$ cat src/rtl/tetris_pkg.sv
// Shared types for the input action scheduler:
// action codes, FSM states and the pending-source bundle.
package tetris_pkg;

  typedef enum logic [2:0] {
    ACT_NONE  = 3'd0,
    ACT_LEFT  = 3'd1,
    ACT_RIGHT = 3'd2,
    ACT_ROT   = 3'd3,
    ACT_DROP  = 3'd4,
    ACT_GRAV  = 3'd5
  } act_e;

  typedef enum logic [1:0] {
    ST_IDLE  = 2'd0,
    ST_OFFER = 2'd1,
    ST_WAIT  = 2'd2
  } state_e;

  typedef struct packed {
    logic grav;
    logic drop;
    logic rot;
    logic left;
    logic right;
  } pend_t;

  // Fixed priority: GRAV > DROP > ROT > LEFT > RIGHT
  function automatic act_e pick_act(pend_t p);
    act_e a;
    a = ACT_NONE;
    if (p.grav)       a = ACT_GRAV;
    else if (p.drop)  a = ACT_DROP;
    else if (p.rot)   a = ACT_ROT;
    else if (p.left)  a = ACT_LEFT;
    else if (p.right) a = ACT_RIGHT;
    return a;
  endfunction

endpackage

$ cat src/rtl/frame_tick_gen.sv
// Input-frame timer: divides the system clock down to one
// registered single-cycle enable per input frame.
module frame_tick_gen #(
  parameter int CLK_HZ   = 50000000,
  parameter int INPUT_HZ = 60
) (
  input  logic clock,
  input  logic resetn,
  output logic tick_input
);

  localparam int DIV_RAW = CLK_HZ / INPUT_HZ;
  localparam int DIV     = (DIV_RAW < 1) ? 1 : DIV_RAW;
  localparam int CW      = (DIV > 1) ? $clog2(DIV) : 1;
  localparam logic [CW-1:0] LAST = CW'(DIV - 1);

  logic [CW-1:0] r_cnt;
  logic          r_tick;
  logic          w_wrap;

  assign w_wrap = (r_cnt == LAST);

  always_ff @(posedge clock or negedge resetn) begin
    if (!resetn) begin
      r_cnt  <= '0;
      r_tick <= 1'b0;
    end else begin
      r_cnt  <= w_wrap ? '0 : r_cnt + CW'(1);
      r_tick <= w_wrap;
    end
  end

  assign tick_input = r_tick;

endmodule

$ cat src/rtl/input_action_scheduler.sv
// Coalesces button and gravity requests into pending bits and
// offers one action at a time to the game engine.
module input_action_scheduler
  import tetris_pkg::*;
#(
  parameter int CLK_HZ      = 50000000,
  parameter int INPUT_HZ    = 60,
  parameter int GRAV_FRAMES = 48
) (
  input  logic       clock,
  input  logic       resetn,
  input  logic       btn_left,
  input  logic       btn_right,
  input  logic       btn_rot,
  input  logic       btn_drop,
  input  logic       pause,
  input  logic       act_ready,
  input  logic       act_done,
  output logic       tick_input,
  output logic       act_valid,
  output logic [2:0] act_code,
  output logic       busy
);

  localparam logic [7:0] GLAST = 8'(GRAV_FRAMES - 1);

  logic       w_tick;
  state_e     r_state;
  state_e     w_state_nx;
  act_e       r_code;
  act_e       w_code_nx;
  act_e       w_win;
  pend_t      r_pend;
  pend_t      w_set;
  pend_t      w_clr;
  pend_t      w_cand;
  logic [7:0] r_gcnt;
  logic       w_grav_wrap;
  logic       w_drop_acc;
  logic       w_arb;
  logic       w_lr;

  frame_tick_gen #(
    .CLK_HZ   (CLK_HZ),
    .INPUT_HZ (INPUT_HZ)
  ) u_tick (
    .clock      (clock),
    .resetn     (resetn),
    .tick_input (w_tick)
  );

  assign tick_input = w_tick;

  assign w_grav_wrap = w_tick & ~pause & (r_gcnt == GLAST);
  assign w_drop_acc  = (r_state == ST_OFFER) & act_ready
                     & (r_code == ACT_DROP);
  assign w_arb       = (r_state == ST_IDLE) & ~pause & (|r_pend);
  assign w_lr        = r_pend.left & r_pend.right;

  // Opposing moves cancel each other out of arbitration
  always_comb begin
    w_cand = r_pend;
    if (w_lr) begin
      w_cand.left  = 1'b0;
      w_cand.right = 1'b0;
    end
  end

  assign w_win = pick_act(w_cand);

  always_comb begin
    w_set       = '0;
    w_set.grav  = w_grav_wrap;
    w_set.drop  = btn_drop;
    w_set.rot   = btn_rot;
    w_set.left  = btn_left;
    w_set.right = btn_right;
  end

  always_comb begin
    w_clr = '0;
    if (w_arb) begin
      w_clr.left  = w_lr;
      w_clr.right = w_lr;
      unique case (w_win)
        ACT_GRAV:  w_clr.grav  = 1'b1;
        ACT_DROP:  w_clr.drop  = 1'b1;
        ACT_ROT:   w_clr.rot   = 1'b1;
        ACT_LEFT:  w_clr.left  = 1'b1;
        ACT_RIGHT: w_clr.right = 1'b1;
        default: ;
      endcase
    end
    if (w_drop_acc) w_clr.grav = 1'b1;
  end

  // Set is OR-ed in last so a same-cycle set survives a clear
  always_ff @(posedge clock or negedge resetn) begin
    if (!resetn) begin
      r_pend <= '0;
    end else begin
      r_pend <= pend_t'((r_pend & ~w_clr) | w_set);
    end
  end

  always_ff @(posedge clock or negedge resetn) begin
    if (!resetn) begin
      r_gcnt <= '0;
    end else if (w_drop_acc) begin
      r_gcnt <= '0;
    end else if (w_tick && !pause) begin
      r_gcnt <= (r_gcnt == GLAST) ? 8'd0 : r_gcnt + 8'd1;
    end
  end

  always_ff @(posedge clock or negedge resetn) begin
    if (!resetn) begin
      r_state <= ST_IDLE;
      r_code  <= ACT_NONE;
    end else begin
      r_state <= w_state_nx;
      r_code  <= w_code_nx;
    end
  end

  always_comb begin
    w_state_nx = r_state;
    w_code_nx  = r_code;
    unique case (r_state)
      ST_IDLE: begin
        if (w_arb && w_win != ACT_NONE) begin
          w_state_nx = ST_OFFER;
          w_code_nx  = w_win;
        end
      end
      ST_OFFER: begin
        if (act_ready) w_state_nx = ST_WAIT;
      end
      ST_WAIT: begin
        if (act_done) begin
          w_state_nx = ST_IDLE;
          w_code_nx  = ACT_NONE;
        end
      end
      default: begin
        w_state_nx = ST_IDLE;
        w_code_nx  = ACT_NONE;
      end
    endcase
  end

  assign act_valid = (r_state == ST_OFFER);
  assign busy      = (r_state == ST_WAIT);
  assign act_code  = (r_state == ST_IDLE) ? 3'd0 : r_code;

endmodule

$ cat config.mk
export PLATFORM = sky130hd
export DESIGN_NAME = input_action_scheduler
export DESIGN_NICKNAME = d
export VERILOG_FILES = /design/src/rtl/tetris_pkg.sv /design/src/rtl/frame_tick_gen.sv /design/src/rtl/input_action_scheduler.sv
export SDC_FILE = /design/constraint.sdc
export NUM_CORES = 1
export LEC_CHECK = 0
export CORE_MARGIN = 5
export CORE_UTILIZATION = 59
export CTS_BUF_LIST = sky130_fd_sc_hd__clkbuf_4
export CTS_CLUSTER_SIZE = 10
export DETAILED_ROUTE_END_ITERATION = 12
export PLACE_DENSITY = 0.81
export SLEW_MARGIN = 20
export SYNTH_ARGS = -nofsm -noshare
export SYNTH_HDL_FRONTEND = slang
export SYNTH_SLANG_ARGS = --single-unit
$ cat constraint.sdc
create_clock -name clock -period 2.1 [get_ports clock]
set_clock_uncertainty 0.1 [all_clocks]
set_input_delay 0.525 -clock clock [delete_from_list [all_inputs] [get_ports clock]]
set_output_delay 0.525 -clock clock [all_outputs]
set_load 0.005 [all_outputs]
==> results.md, run 1 <==
* DRC at 0
* Predominant post-synthesis flop cell: dfrtp_1
* Core ar. at 0.00310 mm2
* Comb power frac at 0.200
* CTS clk-pin slew, worst paths at 130 ps
* Cell area after synthesis at 0.00193 mm2
* Lkg Pwr at 1.01 nW
* DR iter-0 viols at 131
* Largest net degree at the start of global routing at 22
* Crit path cell chain: nand2b_1 > inv_2 > dlygate4sd2_1
* Worst slew pin tran at 452 ps
* GRT Resource Usage Total at 0.206
* Setup_tns at 0 ps
* Die Height at 67.2 um
* Worst hold path depth at 1
* Post-DP HPWL at 2770 um
* Die Wd at 67.2 um
* Post-synth ARST share at 1.00
* TritonCTS Sinks at 39
* GR Overflow Total at 0
* Placed cell count at 253
* Root Driver: clkbuf_4
* Antenna violations before repair at 0
* Final period util at 0.941
* DR WL/cell at 14.6 um
* Net count after synthesis at 205
* Internal cell power at 1.38 mW
* Syn Inst Count at 193
* Final non-filler cell total at 264
* HP Class: register to register
* DRT Pass-1 Iters at 5
* CP arrival at 1350 ps
* Share of cells above drive strength 1 at 0.118
* Max rail drop VDD at 0.526 mV
* # diodes at 0
* Starting density of the core at 0.623
* Max Slew Vio Count at 0
* CP required at 1470 ps
* YS warnings at 0
* CTS Buf Count at 5
* Max cap viols at 0
* RSZ-0062 raised after global routing: false
* Power Density at 827 mW/mm2
* Outcome: completed
* Max clock buf depth at 2
* Port Buffer Count at 14
* Commonest non-fill, non-tap cell in the layout: dfrtp_1
* I/O pin count at 15
* Final setup viols at 0
* Crit-path max cell delay at 450 ps
* Max Freq at 506 MHz
* Reg2Reg Depth at 5
* Post-synthesis sequential area ratio at 0.505
* Critical Path Source Type: register
* Avg Cell Area, Syn at 10.0 um2
* Vias in the first global route at 1,516
* Synthesized flop and latch total at 39
* Final Util at 0.736
* Sequential power share at 0.467
* Rows at 20
* Area grow syn2layout at 18.2%
* Post-Route WL at 3840 um
* Via/cell ratio at 5.75
* Final GP Congestion at 0.934
* Clock share of power at 0.333
* Slew HR at 0.699
* Antenna-violating nets left at 0
* Tmin final at 1980 ps
* Crit end category: output port
* Final net count at 231
* Final hold vios at 0
* CTS tree: built
* Critical path's slowest cell: dfrtp_1
* H-tree depth at 2
* Most frequent cells in the layout: dfrtp_1, nor2_1, nand2_1
* Via Count at 1,519
* Number of flops mapped to enable cells by yosys at 0
* Critical Path Fanout Max at 5
* First-pass GRT wire length at 6850 um
* Unique masters post-synth at 39
* Kind of critical path: register to output port
* Sw power at 0.505 mW
* Die footprint at 0.00452 mm2
* Clock Latency Late Sink at 360 ps
* Sw frac at 0.267
-- final cells by class --
| class | count | area, um2 |
|---|---|---|
| fillers | 239 | 820 |
| well taps | 44 | 55.1 |
| multi-input cells | 144 | 913 |
| repair buffers | 23 | 211 |
| clock buffers | 5 | 37.5 |
| flip-flops and latches | 39 | 976 |
| inverters | 6 | 22.5 |
| clock inverters | 3 | 67.6 |
-- logic make-up after synthesis --
kind of cell / count (synthesis) / synth area share
adders and majority gates: 3 / 0.0194
xor gates and xnor gates: 18 / 0.0816
DFF: 39 / 0.505
muxes: 1 / 0.00518
and+or+nand+nor: 92 / 0.266
AOI/OAI and AO/OA: 30 / 0.0991
buffers and inverters: 10 / 0.0233
-- registers in the layout (all words and copies together) (netlist names) --
register,count
r_code,3
r_gcnt,8
r_pend,5
r_state,2
u_tick.r_cnt,20
u_tick.tick_input,1
-- cell usage after synthesis, types with 2 or more instances --
master     instances  area (um2)
nor2_1            19        71.3
or4_1              3        22.5
ha_1               3        37.5
nor3_1             7        35.0
o21ai_0            9        45.0
dfrtp_1           39         976
inv_1              5        18.8
o2bb2ai_1          3        26.3
a21o_1             3        22.5
nor4b_1            2        17.5
nand2b_1           5        31.3
o31ai_1            3        22.5
xnor2_1           10        87.6
clkbuf_2           2        10.0
nand4_1            7        43.8
and3_1             4        25.0
a21oi_1            7        35.0
nor2b_1            6        37.5
nand3_1           11        55.1
or3_1              3        18.8
xor2_1             8        70.1
nand2_1           13        48.8
and4_1             3        26.3
and2_1             3        18.8
-- per-stage QoR --
stage / cell area (um2) / power (mW) / hold slack [ps] / worst slack, ps
after detailed placement: 2160 / 1.27 / 375 / -115
after global routing: 2280 / 2.02 / 427 / 16.7
after floorplan: 1930 / 1.08 / 129 / 444
final: 2280 / 1.89 / 384 / 124
after CTS: 2280 / 1.90 / 391 / 111
after global placement: 2160 / 1.25 / 354 / -52.8
-- worst max-delay path, delay by kind of cell, from the launching register on --
kind / cells / cell delay (ps)
AND/OR/NAND/NOR: 1 / 200
flip-flops: 1 / 450
buffers and inverters: 2 / 350
-- final timing paths --
| kind | start | endpoint | slack (ps) |
|---|---|---|---|
| worst max-delay path | r_state[1]$_DFFE_PN0P_ | act_valid | 120 |
| worst min-delay path | u_tick.r_cnt[19]$_DFF_PN0_ | u_tick.r_cnt[19]$_DFF_PN0_ | 380 |
| worst max register to register | u_tick.r_cnt[6]$_DFF_PN0_ | u_tick.r_cnt[9]$_DFF_PN0_ | 300 |
| worst min register to register | u_tick.r_cnt[19]$_DFF_PN0_ | u_tick.r_cnt[19]$_DFF_PN0_ | 380 |
| max in group asynchronous | resetn | r_gcnt[2]$_DFFE_PN0P_ | 910 |
| min in group asynchronous | resetn | r_pend[2]$_DFF_PN0_ | 530 |
-- layer usage --
metal	vias up	track usage	share of wire
li1	739	-	-
met5	-	0	0
met2	34	0.351	0.51
met1	740	0.242	0.43
met4	0	0.0759	0.014
met3	6	0.0649	0.046
-- power by group through the flow --
| stage | sequential (mW) | clock [mW] | combinational, mW |
|---|---|---|---|
| detailed placement | 0.893 | 0 | 0.373 |
| global placement | 0.891 | 0 | 0.363 |
| CTS | 0.878 | 0.646 | 0.380 |
| global route | 0.894 | 0.695 | 0.430 |
| finish | 0.882 | 0.628 | 0.378 |
| floorplan | 0.874 | 0 | 0.209 |
-- repair_timing --
| item | CTS | global route |
|---|---|---|
| endpoints found under the hold margin | 9 | 0 |
| endpoints found under the setup margin | 4 | 0 |
| hold buffers | 1 | 0 |
| setup buffers | 2 | 0 |
| resized for setup | 6 | 0 |
Note: power is estimated with default switching activity, not from simulation.
==> run 2: changes to the inputs <==
ABC_AREA = 0   (was unset)
==> results of run 2 <==
Final layout, timing and power as in run 1 (identical DEF).
